[src/rtl/ble_cmd_sender.sv]
// Host-side command serializer: sends {cmd, data} as three 8N1 UART bytes on TX,
// then waits for a single response byte on RX or gives up after RESP_TIMEOUT clocks.
module ble_cmd_sender #(
  parameter int unsigned BAUD_DIV     = 2604,
  parameter logic [23:0] RESP_TIMEOUT = 24'd5000000
) (
  input  logic        clk,
  input  logic        rst_n,
  input  logic        snd_cmd,
  input  logic [7:0]  cmd,
  input  logic [15:0] data,
  input  logic        RX,
  output logic        TX,
  output logic        busy,
  output logic        cmd_sent,
  output logic        resp_rdy,
  output logic [7:0]  resp,
  output logic        timeout
);

  localparam int unsigned CW = $clog2(BAUD_DIV);
  localparam logic [CW-1:0] BaudLast = CW'(BAUD_DIV - 1);
  localparam logic [CW-1:0] BaudHalf = CW'(BAUD_DIV / 2 - 1);

  typedef enum logic [1:0] {StIdle, StSend, StWaitResp} state_e;
  typedef enum logic [2:0] {RxIdle, RxStart, RxData, RxStop, RxWaitHigh} rx_state_e;

  state_e        state_q, state_d;
  logic [23:0]   shadow_q, shadow_d;
  logic [CW-1:0] tx_baud_q, tx_baud_d;
  logic [3:0]    tx_bit_q, tx_bit_d;
  logic [1:0]    tx_byte_q, tx_byte_d;
  logic [23:0]   tmo_q, tmo_d;
  logic          tx_q, tx_d;
  logic          busy_q, busy_d;
  logic          cmd_sent_q, cmd_sent_d;
  logic          resp_rdy_q, resp_rdy_d;
  logic [7:0]    resp_q, resp_d;
  logic          timeout_q, timeout_d;

  logic          rx_sync1_q, rx_sync2_q, rx_prev_q;
  rx_state_e     rx_state_q, rx_state_d;
  logic [CW-1:0] rx_baud_q, rx_baud_d;
  logic [2:0]    rx_bit_q, rx_bit_d;
  logic [7:0]    rx_shift_q, rx_shift_d;
  logic          rx_done;

  // Line level for a given byte/bit position of the 30-bit command frame.
  function automatic logic frame_bit(logic [23:0] sh, logic [1:0] byte_i, logic [3:0] bit_i);
    logic [7:0] sel;
    logic [3:0] idx;
    unique case (byte_i)
      2'd0:    sel = sh[23:16];
      2'd1:    sel = sh[15:8];
      default: sel = sh[7:0];
    endcase
    idx = bit_i - 4'd1;
    if (bit_i == 4'd0)      frame_bit = 1'b0;
    else if (bit_i >= 4'd9) frame_bit = 1'b1;
    else                    frame_bit = sel[idx[2:0]];
  endfunction

  // Receiver next state: start re-check at mid-bit, then one sample per bit period.
  always_comb begin
    rx_state_d = rx_state_q;
    rx_baud_d  = rx_baud_q;
    rx_bit_d   = rx_bit_q;
    rx_shift_d = rx_shift_q;
    rx_done    = 1'b0;
    unique case (rx_state_q)
      RxIdle: begin
        if (rx_prev_q && !rx_sync2_q) begin
          rx_state_d = RxStart;
          rx_baud_d  = '0;
        end
      end
      RxStart: begin
        if (rx_baud_q == BaudHalf) begin
          rx_baud_d  = '0;
          rx_bit_d   = '0;
          rx_state_d = rx_sync2_q ? RxIdle : RxData;
        end else begin
          rx_baud_d = rx_baud_q + 1'b1;
        end
      end
      RxData: begin
        if (rx_baud_q == BaudLast) begin
          rx_baud_d  = '0;
          rx_shift_d = {rx_sync2_q, rx_shift_q[7:1]};
          rx_bit_d   = rx_bit_q + 3'd1;
          if (rx_bit_q == 3'd7) rx_state_d = RxStop;
        end else begin
          rx_baud_d = rx_baud_q + 1'b1;
        end
      end
      RxStop: begin
        if (rx_baud_q == BaudLast) begin
          rx_baud_d = '0;
          if (rx_sync2_q) begin
            rx_done    = 1'b1;
            rx_state_d = RxIdle;
          end else begin
            rx_state_d = RxWaitHigh;
          end
        end else begin
          rx_baud_d = rx_baud_q + 1'b1;
        end
      end
      RxWaitHigh: begin
        if (rx_sync2_q) rx_state_d = RxIdle;
      end
      default: rx_state_d = RxIdle;
    endcase
  end

  // Receiver registers, including the two-flop synchronizer and edge history.
  always_ff @(posedge clk or negedge rst_n) begin
    if (!rst_n) begin
      rx_sync1_q <= 1'b1;
      rx_sync2_q <= 1'b1;
      rx_prev_q  <= 1'b1;
      rx_state_q <= RxIdle;
      rx_baud_q  <= '0;
      rx_bit_q   <= '0;
      rx_shift_q <= '0;
    end else begin
      rx_sync1_q <= RX;
      rx_sync2_q <= rx_sync1_q;
      rx_prev_q  <= rx_sync2_q;
      rx_state_q <= rx_state_d;
      rx_baud_q  <= rx_baud_d;
      rx_bit_q   <= rx_bit_d;
      rx_shift_q <= rx_shift_d;
    end
  end

  // Main FSM next state, transmit counters and registered output values.
  always_comb begin
    state_d    = state_q;
    shadow_d   = shadow_q;
    tx_baud_d  = tx_baud_q;
    tx_bit_d   = tx_bit_q;
    tx_byte_d  = tx_byte_q;
    tmo_d      = '0;
    busy_d     = busy_q;
    cmd_sent_d = 1'b0;
    resp_rdy_d = resp_rdy_q;
    resp_d     = resp_q;
    timeout_d  = 1'b0;
    unique case (state_q)
      StIdle: begin
        tx_baud_d = '0;
        tx_bit_d  = '0;
        tx_byte_d = '0;
        if (snd_cmd) begin
          shadow_d   = {cmd, data};
          resp_rdy_d = 1'b0;
          busy_d     = 1'b1;
          state_d    = StSend;
        end
      end
      StSend: begin
        if (tx_baud_q == BaudLast) begin
          tx_baud_d = '0;
          if (tx_bit_q == 4'd9) begin
            tx_bit_d = '0;
            if (tx_byte_q == 2'd2) begin
              tx_byte_d  = '0;
              cmd_sent_d = 1'b1;
              state_d    = StWaitResp;
            end else begin
              tx_byte_d = tx_byte_q + 2'd1;
            end
          end else begin
            tx_bit_d = tx_bit_q + 4'd1;
          end
        end else begin
          tx_baud_d = tx_baud_q + 1'b1;
        end
      end
      StWaitResp: begin
        tmo_d = tmo_q + 24'd1;
        // A byte finishing on the timeout cycle takes priority.
        if (rx_done) begin
          resp_d     = rx_shift_q;
          resp_rdy_d = 1'b1;
          busy_d     = 1'b0;
          state_d    = StIdle;
        end else if (tmo_q == RESP_TIMEOUT - 24'd1) begin
          timeout_d = 1'b1;
          busy_d    = 1'b0;
          state_d   = StIdle;
        end
      end
      default: state_d = StIdle;
    endcase
    tx_d = (state_d == StSend) ? frame_bit(shadow_d, tx_byte_d, tx_bit_d) : 1'b1;
  end

  // Main FSM and output registers; reset forces the line idle immediately.
  always_ff @(posedge clk or negedge rst_n) begin
    if (!rst_n) begin
      state_q    <= StIdle;
      shadow_q   <= '0;
      tx_baud_q  <= '0;
      tx_bit_q   <= '0;
      tx_byte_q  <= '0;
      tmo_q      <= '0;
      tx_q       <= 1'b1;
      busy_q     <= 1'b0;
      cmd_sent_q <= 1'b0;
      resp_rdy_q <= 1'b0;
      resp_q     <= 8'h00;
      timeout_q  <= 1'b0;
    end else begin
      state_q    <= state_d;
      shadow_q   <= shadow_d;
      tx_baud_q  <= tx_baud_d;
      tx_bit_q   <= tx_bit_d;
      tx_byte_q  <= tx_byte_d;
      tmo_q      <= tmo_d;
      tx_q       <= tx_d;
      busy_q     <= busy_d;
      cmd_sent_q <= cmd_sent_d;
      resp_rdy_q <= resp_rdy_d;
      resp_q     <= resp_d;
      timeout_q  <= timeout_d;
    end
  end

  assign TX       = tx_q;
  assign busy     = busy_q;
  assign cmd_sent = cmd_sent_q;
  assign resp_rdy = resp_rdy_q;
  assign resp     = resp_q;
  assign timeout  = timeout_q;

endmodule

[config.mk]
export PLATFORM = sky130hd
export DESIGN_NAME = ble_cmd_sender
export DESIGN_NICKNAME = d
export VERILOG_FILES = /design/src/rtl/ble_cmd_sender.sv
export SDC_FILE = /design/constraint.sdc
export NUM_CORES = 1
export LEC_CHECK = 0
export ABC_AREA = 0
export CAP_MARGIN = 20
export CORE_MARGIN = 5
export CORE_UTILIZATION = 50
export CTS_CLUSTER_SIZE = 30
export DETAILED_ROUTE_END_ITERATION = 10
export GPL_TIMING_DRIVEN = 1
export PLACE_DENSITY = 0.76
export RECOVER_POWER = 50
export SYNTH_ARGS = -nofsm -noshare
export SYNTH_HDL_FRONTEND = slang
export SYNTH_SLANG_ARGS = --single-unit
[constraint.sdc]
create_clock -name clk -period 2.9 [get_ports clk]
set_input_delay 0.87 -clock clk [delete_from_list [all_inputs] [get_ports clk]]
set_output_delay 0.87 -clock clk [all_outputs]
set_load 0.02 [all_outputs]
* After elaboration in Yosys (flattened, before gate mapping)
Index checks and enable logic that the tools add are counted.
W data, S select, Z words.
** Word-level totals
- Bits in registers :: 110
- Input bits :: 28
- Output and inout port bits :: 13
- Logic and storage cells :: 128
** Cells by class
- Add/sub/neg operators :: 7
- $lt $le $gt $ge :: 2
- Eq/ne operators :: 24
- Multiplexer cells :: 58
- Reductions and logical operators :: 18
** Operator list (count)
- $mux W24 :: 3
- $mux W12 :: 4
- $pmux W12 S3 :: 1
- $mux W3 :: 9
- $add A12 B1 Y12 const B :: 2
- $add A24 B1 Y24 const B :: 1
- $eq A12 B12 Y1 const B :: 2
- $eq A24 B23 Y1 const B :: 1
- $pmux W12 S2 :: 1
- $mux W2 :: 10
- $mux W1 :: 19
- $ne A2 B2 Y1 const B :: 8
- $pmux W8 S2 :: 1
- $pmux W3 S5 :: 1
- $eq A12 B11 Y1 const B :: 1
- $reduce_and A3 Y1 :: 3
- $mux W4 :: 2
- $pmux W4 S2 :: 1
- $eq A2 B1 Y1 const B :: 3
- $eq A3 B2 Y1 const B :: 2
- $eq A3 B3 Y1 const B :: 2
- $pmux W2 S3 :: 1
- $pmux W3 S2 :: 1
- $reduce_and A2 Y1 :: 3
- other kinds (22) :: 27

* Longest topological paths before layout
Gate-level depths: netlist (run 1).
- Word-level depth :: 12
- Depth in mapped cells :: 11
- Mapped depth without buffers :: 11

* Least setup slack after synthesis (run 1)
Ideal clock, no wire load.
- Path kind :: input-to-reg
- Start point :: input port snd_cmd
- End point :: register tx_q (netlist: TX)
- Library setup time :: 0.089 ns
- Data arrival time :: 2.853 ns
- Data required time :: 2.811 ns
- Slack :: -0.042 ns
- Cell stages on the path :: 8
- Path buffers :: 1
- Cells stage by stage :: nor3b_2 -> buf_2 -> mux2_2 -> mux2_1 -> mux4_2 -> nor2_1 -> a211o_1 -> o211ai_1
** Between the ends
- Longest elaborated chain between the ends :: 8
- Elaborated cells on any way between the ends :: 11
- Those cells by class :: eq/ne (1); mux (10)
** RTL lines
- start: declaration :: RTL line 9 : input logic snd_cmd,
- $mux W24 :: RTL line 155 : if (snd_cmd) begin
- $mux W24 :: RTL line 150 : unique case (state_q)
- via shadow_d[17] :: RTL line 29 : logic [23:0] shadow_q, shadow_d;
- $pmux W8 S2 :: RTL line 52 : unique case (byte_i)
- $bmux W1 S3 :: RTL line 60 : else frame_bit = sel[idx[2:0]];
- $mux W1 (not written as such) :: RTL line 60
- $mux W1 :: RTL line 59 : else if (bit_i >= 4'd9) frame_bit = 1'b1;
- $mux W1 :: RTL line 58 : if (bit_i == 4'd0) frame_bit = 1'b0;
- $mux W1 :: RTL line 197 : tx_d = (state_d == StSend) ? frame_bit(shadow_d, tx_byte_d, tx_bit_d) : 1'b1;
- via tx_d :: RTL line 34 : logic tx_q, tx_d;
- end signal: assignment :: RTL line 222 : tx_q <= tx_d;
- end: declaration :: RTL line 34
The timed path passes the listed nets, and every way through them passes these cells. The select of a mux whose other input is x is not followed.
A chain may end at the register's enable or synchronous reset.

* Final worst setup path (run 1)
Same ends and word-level chain as after synthesis.

==> metrics.yaml, run 1 <==
floorplan:
  die_area_sq_um: 12910
  fp.dieW_microns: 113.6
  rows: 37
  coreArea_sq_um: 10420
  io_pins: 41
  initial_core_util: 0.5156
  die_height_microns: 113.6
timing:
  setup_violations: 0
  finalCriticalPeriod_ps: 2834
  fmax_ghz: 0.3529
  maxSlewViolCount: 36
  clock_skew_ps: 8.458
  finalHoldViolations: 0
  slew_headroom: -0.4631
  rsz0062_at_grt: "true"
  fin_ws_ps: 66.29
  setup_tns_ps: 0
  tightestPinTransition_ps: 2195
  fin_crit_sh: 0.9771
power:
  p_sw_w: 0.001017
  cellPowerDensity_nw_per_um2: 572.3
  power.leakage_nw: 2.782
  p_int_w: 0.002661
  seqPwrFrac: 0.484
  irDropWorstVdd_mv: 0.4294
  comb_power_share: 0.195
  p_sw_frac: 0.2765
  power_w: 0.003678
  pwr-share-clk: 0.321
cts:
  clk_pin_slew_ps: 100
  clock_sink_count: 110
  ctsHoldBuffers: 0
  max-clock-path-buffers: 2
  cts_buffers: 9
  clkLatencyLatePin_ps: 380
  cts-root-buf: "clkbuf_8"
  cts_tree: "done"
  htree_num_levels: 3
critical_path:
  rr_worst_depth: 11
  critical-path-slowest-cell: "clkdlybuf4s50_1"
  start_kind: "input pin"
  crit_buf_inv: 2
  path_cells: "clkdlybuf4s50_1 -> nor3b_4 -> buf_12 -> mux2_2 -> mux2_1 -> mux4_2 -> nor2_2 -> a211o_1 -> o211ai_1"
  worstSetupPathDepth: 9
  cp_top_family: "multiplexers"
  critPathCaptureType: "flop"
  critical_path_arrival_ps: 3140
  slowest_delay_ps: 480
  critPathRequiredTime_ps: 3210
  cp_max_fo: 12
  crit_type: "input pin to flop"
grt:
  grt_pass1_wl_mm: 18.97
  track_usage: 0.1808
  grt_pass1_vias: 3950
  grt_max_degree: 43
  antenna_found_initial: 0
  overflow: 0
logic_synthesis:
  yosysSeqAreaShare: 0.5135
  synthTopCellsByArea: "dfrtp_1, mux2_2, mux2_1"
  synthArstFlopShare: 1.000
  yosys_register_bits: 110
  ys.flop_type: "dfrtp_1"
  synth_top_area_frac: 0.4939
  syn_nets: 533
  yosysUniqueCellTypes: 66
  synth_edf_count: 0
  yosysWarnings: 0
  syn_inst: 496
  syn_avg_cell_area_sq_um: 10.83
  syn_area_sq_um: 5370
  synth_top_area_cell: "dfrtp_1"
placement:
  pre_cts_ws_ps: -362.3
  gp_congestion: 0.8684
  dp_hpwl_mm: 7.897
  dpl_cell_area_sq_um: 6137
  portBuffers: 40
routing:
  drc: 0
  wire_per_inst_microns: 15.50
  drtPass1Iterations: 4
  final_antenna_net_count: 0
  routed_via_density: 5.636
  drt_iter0_drc: 200
  drt-total-wl_mm: 10.90
  vias: 3962
finish:
  fin_area_sq_um: 6426
  antenna_cells: 0
  syn2layout_area_growth_pct: 19.66
  drive_above_1_share: 0.1517
  fin_util: 0.6169
  nets: 599
status:
  run_status: "complete, but fails checks"
  violations: "max-capacitance violations, max-slew violations"
worst_hold_path:
  whs_path_depth: 0
  hp-class: "flop to flop"
flow_run:
  maxCapViolations: 1
## layout make-up
class | instances | area, sq um
clock buffers | 10 | 127.6
clock inverters | 6 | 135.1
fillers | 832 | 3990
inverters | 10 | 37.54
multi-input cells | 361 | 2545
flip-flops and latches | 110 | 2758
well taps | 136 | 170.2
repair buffers | 70 | 653.1
## routing by layer
layer  share of wire  routed length, microns  track usage  vias up
met2            0.47                    5160       0.2898       73
li1                -                       -            -     1916
met3           0.033                     360      0.03077       15
met5               0                       0            0        -
met1            0.47                    5164       0.2454     1958
met4           0.020                     214      0.07212        0
## what timing repair did
| action | in CTS | in global routing |
|---|---|---|
| buffers inserted | 0 | 1 |
| resized for setup | 2 | 4 |
| setup endpoints to repair | 1 | 9 |
## sequential cells by signal, indices dropped and copies added, names as in the netlist, 2 cells and up
name        flops
rx_baud_q      12
tx_bit_q        4
rx_bit_q        3
tmo_q          24
tx_baud_q      12
tx_byte_q       2
resp            8
rx_state_q      3
rx_shift_q      8
shadow_q       24
state_q         2
## worst paths after layout
path | start | endpoint | slack, ps
min | rx_sync1_q$_DFF_PN1_ | rx_sync2_q$_DFF_PN1_ | 370
min in group asynchronous | rst_n | shadow_q[7]$_DFF_PN0_ | 1120
min reg2reg | rx_sync1_q$_DFF_PN1_ | rx_sync2_q$_DFF_PN1_ | 370
max in group asynchronous | rst_n | tmo_q[18]$_DFF_PN0_ | 530
max | snd_cmd | TX$_DFF_PN1_ | 70
max reg2reg | tx_baud_q[0]$_DFFE_PN0N_ | TX$_DFF_PN1_ | 100
## worst reg2reg max path, stage by stage (launching register included)
cell       delay [ps]
dfrtp_1           380
ha_1              200
and4b_1           230
nand4_1           150
a2111oi_2         370
a21oi_1            70
o21a_1            230
ha_4              320
mux4_2            520
nor2_2            100
a211o_1           100
o211ai_1           70
## stage by stage
step                      hold WS (ps)  cells
after floorplan                  345.2    496
after global placement           353.9    686
after detailed placement         354.4    686
after CTS                        360.5    702
after global routing             376.1    703
final                            374.7    703
## power by group through the flow
stage,Sequential [W],Clock (W),Combinational (W)
2_1_floorplan,0.00177,0,0.000468
3_3_place_gp,0.00179,0,0.000676
3_5_place_dp,0.00180,0,0.000719
4_1_cts,0.00178,0.00121,0.000719
5_1_grt,0.00179,0.00127,0.000804
6_report,0.00178,0.00118,0.000716
## placed cells by master, fill, tap and decap left out, drive strengths merged, types with 8 or more instances in the layout
cell,Yosys,routed
and3,14,14
nor2,51,51
nand2b,8,8
mux2,48,48
o21ai,37,37
inv,10,10
ha,9,9
xor2,16,16
clkdlybuf4s50,0,38
clkbuf,11,12
xnor2,9,9
nand4,10,10
nand3,24,24
dfrtp,106,106
buf,4,29
nand2,47,47
## synth_stat cells, drive strengths merged, types with 3 or more instances
master / number
dfrtp: 106
nor2: 51
mux2: 48
nand2: 47
o21ai: 37
nand3: 24
xor2: 16
and3: 14
clkbuf: 11
inv: 10
nand4: 10
ha: 9
xnor2: 9
nand2b: 8
mux2i: 6
nor2b: 6
nor4b: 6
and2: 5
o31ai: 5
buf: 4
dfstp: 4
nor3b: 4
nor4bb: 4
a21o: 3
a21oi: 3
a22o: 3
and4: 3
## logic make-up (layout without fill, tap and decap cells)
logic type               count (synthesis)  in the layout  synth area share
AO/OA/AOI/OAI                           75             75           0.08994
XOR/XNOR                                25             25           0.04077
adder cells (fa/ha/maj)                  9              9           0.02097
buffers and inverters                   25             96           0.01864
flip-flops                             110            110            0.5135
multiplexers                            56             56            0.1226
AND/OR/NAND/NOR                        196            196            0.1936
Note: power is estimated with default switching activity, not from simulation.
==> inputs of run 2 (changes only) <==
- CORE_UTILIZATION: 50 -> 53
- PLACE_DENSITY: 0.76 -> 0.79
- SLEW_MARGIN: not set -> 20
==> run 2 against run 1 <==
The flow now finishes without violations. First-iteration DRC count grew 20%. Sequential share of layout area increased by 0.19 points. Non-clock buffer count is 4 higher. Combinational power fell by 4.5%. Count of clock-buffer cells in the layout did not move. Critical path depth fell by 1. Fmax up 0.23%. Final area fell by 0.45%. Global-route usage grew 0.81 points. Core utilization is 3.5 points higher.
==> metrics.yaml, run 2 (synthesis results as in run 1) <==
floorplan:
  initial_core_util: 0.5469  # was 0.5156
  io_pins: 41  # unchanged
  rows: 36  # was 37
  die_height_microns: 110.7  # was 113.6 microns
  die_area_sq_um: 12250  # was 12,910 sq um
  coreArea_sq_um: 9819  # was 10,420 sq um
  fp.dieW_microns: 110.7  # was 113.6 microns
power:
  power_w: 0.003467  # was 0.003678 W
  seqPwrFrac: 0.516  # was 0.484
  power.leakage_nw: 2.783  # was 2.782 nW
  p_int_w: 0.002466  # was 0.002661 W
  p_sw_w: 0.001001  # was 0.001017 W
  comb_power_share: 0.197  # was 0.195
  cellPowerDensity_nw_per_um2: 541.9  # was 572.3 nW/um^2
  irDropWorstVdd_mv: 0.3283  # was 0.4294 mV
  pwr-share-clk: 0.287  # was 0.321
  p_sw_frac: 0.2888  # was 0.2765
timing:
  hold-worst-slack_ps: 379.0  # was 374.7 ps
  setup_tns_ps: 0  # unchanged
  maxSlewViolCount: 0  # was 36
  finalHoldViolations: 0  # unchanged
  slew_headroom: 0.1617  # was -0.4631
  fmax_ghz: 0.3537  # was 0.3529 GHz
  setup_violations: 0  # unchanged
  finalCriticalPeriod_ps: 2827  # was 2834 ps
  clock_skew_ps: 7.081  # was 8.458 ps
  tightestPinTransition_ps: 1257  # was 2195 ps
  fin_crit_sh: 0.9749  # was 0.9771
  fin_ws_ps: 72.75  # was 66.29 ps
critical_path:
  start_kind: "flop"  # was input pin
  reg2reg_to: "TX$_DFF_PN1_"  # unchanged
  critPathRequiredTime_ps: 3200  # was 3210 ps
  critPathCaptureType: "flop"  # unchanged
  cp_max_fo: 7  # was 12
  path_cells: "nor4bb_1 -> and4_4 -> mux2i_4 -> mux2_1 -> mux4_2 -> nor2_2 -> a211o_1 -> o211ai_1"  # was clkdlybuf4s50_1 -> nor3b_4 -> buf_12 -> mux2_2 -> mux2_1 -> mux4_2 -> nor2_2 -> a211o_1 -> o211ai_1
  critical-path-slowest-cell: "mux4_2"  # was clkdlybuf4s50_1
  crit_type: "flop to flop"  # was input pin to flop
  rr_worst_depth: 8  # was 11
  ff2ff_setup_slack_ps: 70  # was 100 ps
  slowest_delay_ps: 490  # was 480 ps
  r2r-start: "tx_baud_q[4]$_DFFE_PN0N_"  # was tx_baud_q[0]$_DFFE_PN0N_
  critical_path_arrival_ps: 3120  # was 3140 ps
finish:
  fillers: 795  # was 832
  top_regs: "shadow_q: 24 flops, tmo_q: 24 flops"  # unchanged
  syn2layout_area_growth_pct: 19.13  # was 19.66%
  final_common_cell: "dfrtp_1"  # unchanged
  drive_above_1_share: 0.1561  # was 0.1517
  nets: 603  # was 599
  fin_cells: 703  # unchanged
  mostFrequentLayoutCells: "dfrtp_1, nor2_1, nand2_1"  # unchanged
  antenna_cells: 0  # unchanged
routing:
  routed_via_density: 5.575  # was 5.636
  drc: 0  # unchanged
  vias: 3919  # was 3,962
  final_antenna_net_count: 0  # unchanged
  wire_per_inst_microns: 16.11  # was 15.50 microns
  drt_iter0_drc: 239  # was 200
  drtPass1Iterations: 4  # unchanged
  drt-total-wl_mm: 11.33  # was 10.90 mm
grt:
  grt_max_degree: 89  # was 43
  track_usage: 0.1888  # was 0.1808
  antenna_found_initial: 0  # unchanged
  grt_pass1_vias: 4010  # was 3,950
  overflow: 0  # unchanged
  grt_pass1_wl_mm: 19.31  # was 18.97 mm
flow_run:
  maxCapViolations: 0  # was 1
cts:
  max-clock-path-buffers: 2  # unchanged
  htree_num_levels: 3  # unchanged
  ctsHoldBuffers: 0  # unchanged
  clk_pin_slew_ps: 90  # was 100 ps
  clkLatencyLatePin_ps: 370  # was 380 ps
  cts_buffers: 9  # unchanged
  cts-root-buf: "clkbuf_8"  # unchanged
  clock_sink_count: 110  # unchanged
  cts_tree: "done"  # unchanged
worst_hold_path:
  whs_path_depth: 0  # unchanged
  holdPathEnd: "rx_sync2_q$_DFF_PN1_"  # unchanged
  hold_start: "rx_sync1_q$_DFF_PN1_"  # unchanged
  hp-class: "flop to flop"  # unchanged
status:
  run_status: "completed"  # was complete, but fails checks
placement:
  post-place-cells: 679  # was 686
  dp_hpwl_mm: 7.645  # was 7.897 mm
  gp_congestion: 0.8452  # was 0.8684
  pre_cts_ws_ps: -395.9  # was -362.3 ps
  portBuffers: 40  # unchanged
## run 2: worst max-delay path by stage
stage	from	endpoint	cells after the start
4_1_cts	snd_cmd	TX$_DFF_PN1_	9
6_report	tx_baud_q[4]$_DFFE_PN0N_	TX$_DFF_PN1_	8
3_3_place_gp	snd_cmd	TX$_DFF_PN1_	9
5_1_grt	tx_baud_q[4]$_DFFE_PN0N_	TX$_DFF_PN1_	8
2_1_floorplan	snd_cmd	TX$_DFF_PN1_	8
3_5_place_dp	snd_cmd	TX$_DFF_PN1_	9
## run 2: routing by layer
layer,GRT usage,share of wire
met4,0.05665,0.017
met1,0.2476,0.45
met3,0.03985,0.027
met5,0,0
met2,0.3159,0.51
## run 2: power groups by stage
stage,clock (W),combinational (W),sequential [W]
2_1_floorplan,0,0.000468,0.00177
3_3_place_gp,0,0.000642,0.00180
3_5_place_dp,0,0.000680,0.00182
4_1_cts,0.00102,0.000684,0.00179
5_1_grt,0.00108,0.000774,0.00181
6_report,0.000993,0.000684,0.00179
## run 2: area by class of cell
cell class,instances,area [sq um],share of cell area
multi-input combinational,361,2546,0.3980
timing repair buffer,74,678.2,0.1060
tap,133,166.4,0.02601
clock inverter,5,83.83,0.01310
inverter,10,37.54,0.005867
clock buffer,10,127.6,0.01995
sequential,110,2758,0.4311
## run 2: per-stage QoR
stage          area, sq um  utilization
3_5_place_dp          6091       0.6203
2_1_floorplan         5376            -
3_3_place_gp          6091       0.6203
4_1_cts               6321       0.6437
6_report              6397       0.6515
5_1_grt               6397       0.6515
## run 2: worst max-delay path, delay by kind of cell (launching register included)
family,cells,cell delay (ps)
mux,3,1240
compound gates,2,180
simple gates,3,880
flops,1,450
## run 2: timing repair
| item | CTS | global route |
|---|---|---|
| buffers inserted | 0 | 8 |
| pin swaps | 0 | 2 |
| endpoints found under the hold margin | 0 | 0 |
| endpoints found under the setup margin | 1 | 9 |
| cloned | 0 | 1 |
| resized for setup | 4 | 4 |
==> inputs of run 3 (changes only) <==
- GPL_TIMING_DRIVEN: 1 -> 0
- PLACE_DENSITY: 0.79 -> 0.76
==> run 3 against run 2 <==
Clock power is 19% lower. First-iteration DRC count shrank 27%. Final area down 3.1%. Non-clock buffer count is 10 lower. Critical path type is now input pin to flop. Via count shrank 0.92%.
==> metrics.yaml, run 3 (synthesis results as in run 1) <==
finish:
  syn2layout_area_growth_pct: 15.45  # was 19.13%
  fin_area_sq_um: 6200  # was 6397 sq um
  mostFrequentLayoutCells: "dfrtp_1, nor2_1, nand2_1"  # unchanged
  fillers: 806  # was 795
  top_regs: "shadow_q: 24 flops, tmo_q: 24 flops"  # unchanged
  antenna_cells: 0  # unchanged
  nets: 593  # was 603
  final_common_cell: "dfrtp_1"  # unchanged
  drive_above_1_share: 0.1286  # was 0.1561
timing:
  rsz0062_at_grt: "true"
  maxSlewViolCount: 0  # unchanged
  setup_violations: 0  # unchanged
  clock_skew_ps: 8.754  # was 7.081 ps
  fmax_ghz: 0.3504  # was 0.3537 GHz
  finalHoldViolations: 0  # unchanged
  finalCriticalPeriod_ps: 2854  # was 2827 ps
  fin_crit_sh: 0.9842  # was 0.9749
  slew_headroom: 0.2867  # was 0.1617
  tightestPinTransition_ps: 1070  # was 1257 ps
  fin_ws_ps: 45.92  # was 72.75 ps
critical_path:
  r2r-start: "tx_baud_q[10]$_DFFE_PN0N_"  # was tx_baud_q[4]$_DFFE_PN0N_
  ff2ff_setup_slack_ps: 80  # was 70 ps
  critical_path_arrival_ps: 3150  # was 3120 ps
  cp_max_fo: 7  # unchanged
  start_kind: "input pin"  # was flop
  critPathRequiredTime_ps: 3190  # was 3200 ps
  crit_start: "snd_cmd"  # was tx_baud_q[4]$_DFFE_PN0N_
  crit_type: "input pin to flop"  # was flop to flop
  reg2reg_to: "TX$_DFF_PN1_"  # unchanged
  critPathCaptureType: "flop"  # unchanged
  rr_worst_depth: 10  # was 8
placement:
  gp_congestion: 0.8122  # was 0.8452
  dp_hpwl_mm: 7.382  # was 7.645 mm
  dpl_cell_area_sq_um: 5972  # was 6091 sq um
  pre_cts_ws_ps: -795.6  # was -395.9 ps
  portBuffers: 40  # unchanged
worst_hold_path:
  hold_start: "rx_sync1_q$_DFF_PN1_"  # unchanged
  hp-class: "flop to flop"  # unchanged
  holdPathEnd: "rx_sync2_q$_DFF_PN1_"  # unchanged
  whs_path_depth: 0  # unchanged
grt:
  grt_pass1_wl_mm: 18.73  # was 19.31 mm
  overflow: 0  # unchanged
  grt_max_degree: 67  # was 89
  antenna_found_initial: 0  # unchanged
  track_usage: 0.1840  # was 0.1888
  grt_pass1_vias: 3895  # was 4,010
floorplan:
  io_pins: 41  # unchanged
  die_area_sq_um: 12250  # unchanged
  rows: 36  # unchanged
  die_height_microns: 110.7  # unchanged
  fp.dieW_microns: 110.7  # unchanged
  initial_core_util: 0.5469  # unchanged
  coreArea_sq_um: 9819  # unchanged
routing:
  drc: 0  # unchanged
  drtPass1Iterations: 4  # unchanged
  routed_via_density: 5.603  # was 5.575
  drt-total-wl_mm: 10.57  # was 11.33 mm
  final_antenna_net_count: 0  # unchanged
  wire_per_inst_microns: 15.25  # was 16.11 microns
  drt_iter0_drc: 175  # was 239
  vias: 3883  # was 3,919
cts:
  cts_buffers: 9  # unchanged
  max-clock-path-buffers: 2  # unchanged
  cts-root-buf: "clkbuf_8"  # unchanged
  clk_pin_slew_ps: 90  # about the same
  clock_sink_count: 110  # unchanged
  cts_tree: "done"  # unchanged
  clkLatencyLatePin_ps: 380  # was 370 ps
  htree_num_levels: 3  # unchanged
power:
  irDropWorstVdd_mv: 0.3608  # was 0.3283 mV
  cellPowerDensity_nw_per_um2: 524.7  # was 541.9 nW/um^2
  power_w: 0.003253  # was 0.003467 W
  power.leakage_nw: 2.646  # was 2.783 nW
status:
  run_status: "completed"  # unchanged
flow_run:
  maxCapViolations: 0  # unchanged
run 3: per-stage QoR:
| step | setup TNS, ps | cells | utilization | hold slack [ps] |
|---|---|---|---|---|
| CTS | 0 | 690 | 0.6319 | 370.8 |
| global route | -250.4 | 693 | 0.6314 | 383.5 |
| finish | 0 | 693 | 0.6314 | 373.0 |
| floorplan | 0 | 496 | - | 345.2 |
| detailed placement | -939.6 | 670 | 0.6082 | 356.4 |
| global placement | -338100 | 669 | 0.6053 | 357.9 |
run 3: final cells by class:
cell class                 count  area (sq um)  share of cell area
buffer                        15         68.82             0.01110
clock buffer                  12         135.1             0.02180
clock inverter                 3         22.52            0.003633
inverter                      10         37.54            0.006054
multi-input combinational    361          2545              0.4105
sequential                   110          2759              0.4450
tap                          133         166.4             0.02684
timing repair buffer          49         465.4             0.07508
run 3: per-layer routing:
layer,up-vias,wire (microns),GRT usage
li1,1893,-,-
met1,1907,4906,0.2454
met2,73,5163,0.2949
met3,10,384,0.05568
met4,0,114,0.04762
met5,-,0,0
run 3: critical path, stage by stage:
cell and delay, ps:
dlygate4sd2_1 240, nor3b_1 400, buf_6 200, mux2_2 340
mux2_1 300, mux4_2 470, nor2_2 110, a211o_1 100
o211ai_1 110
run 3: power breakdown:
group / internal (W) / switching (W) / leakage (nW) / total (W)
registers: 0.00166 / 0.000104 / 1.45 / 0.00176
logic: 0.000294 / 0.000391 / 1.13 / 0.000686
clock network: 0.000309 / 0.000494 / 0.0687 / 0.000803
total: 0.00226 / 0.000988 / 2.65 / 0.00325
run 3: how the worst max path moves through the flow:
stage | depth (start not counted) | end | slack (ps)
5_1_grt | 9 | rx_baud_q[11]$_DFFE_PN0P_ | -100
2_1_floorplan | 8 | TX$_DFF_PN1_ | 50
3_5_place_dp | 9 | TX$_DFF_PN1_ | -800
6_report | 9 | TX$_DFF_PN1_ | 50
4_1_cts | 9 | TX$_DFF_PN1_ | 2
3_3_place_gp | 1 | tx_baud_q[5]$_DFFE_PN0N_ | -3120
run 3: repair_timing:
action	in CTS	in global routing
endpoints found under the setup margin	1	18
buffers inserted	5	3
hold buffers	0	0
pin swaps	2	2
resized for setup	11	6
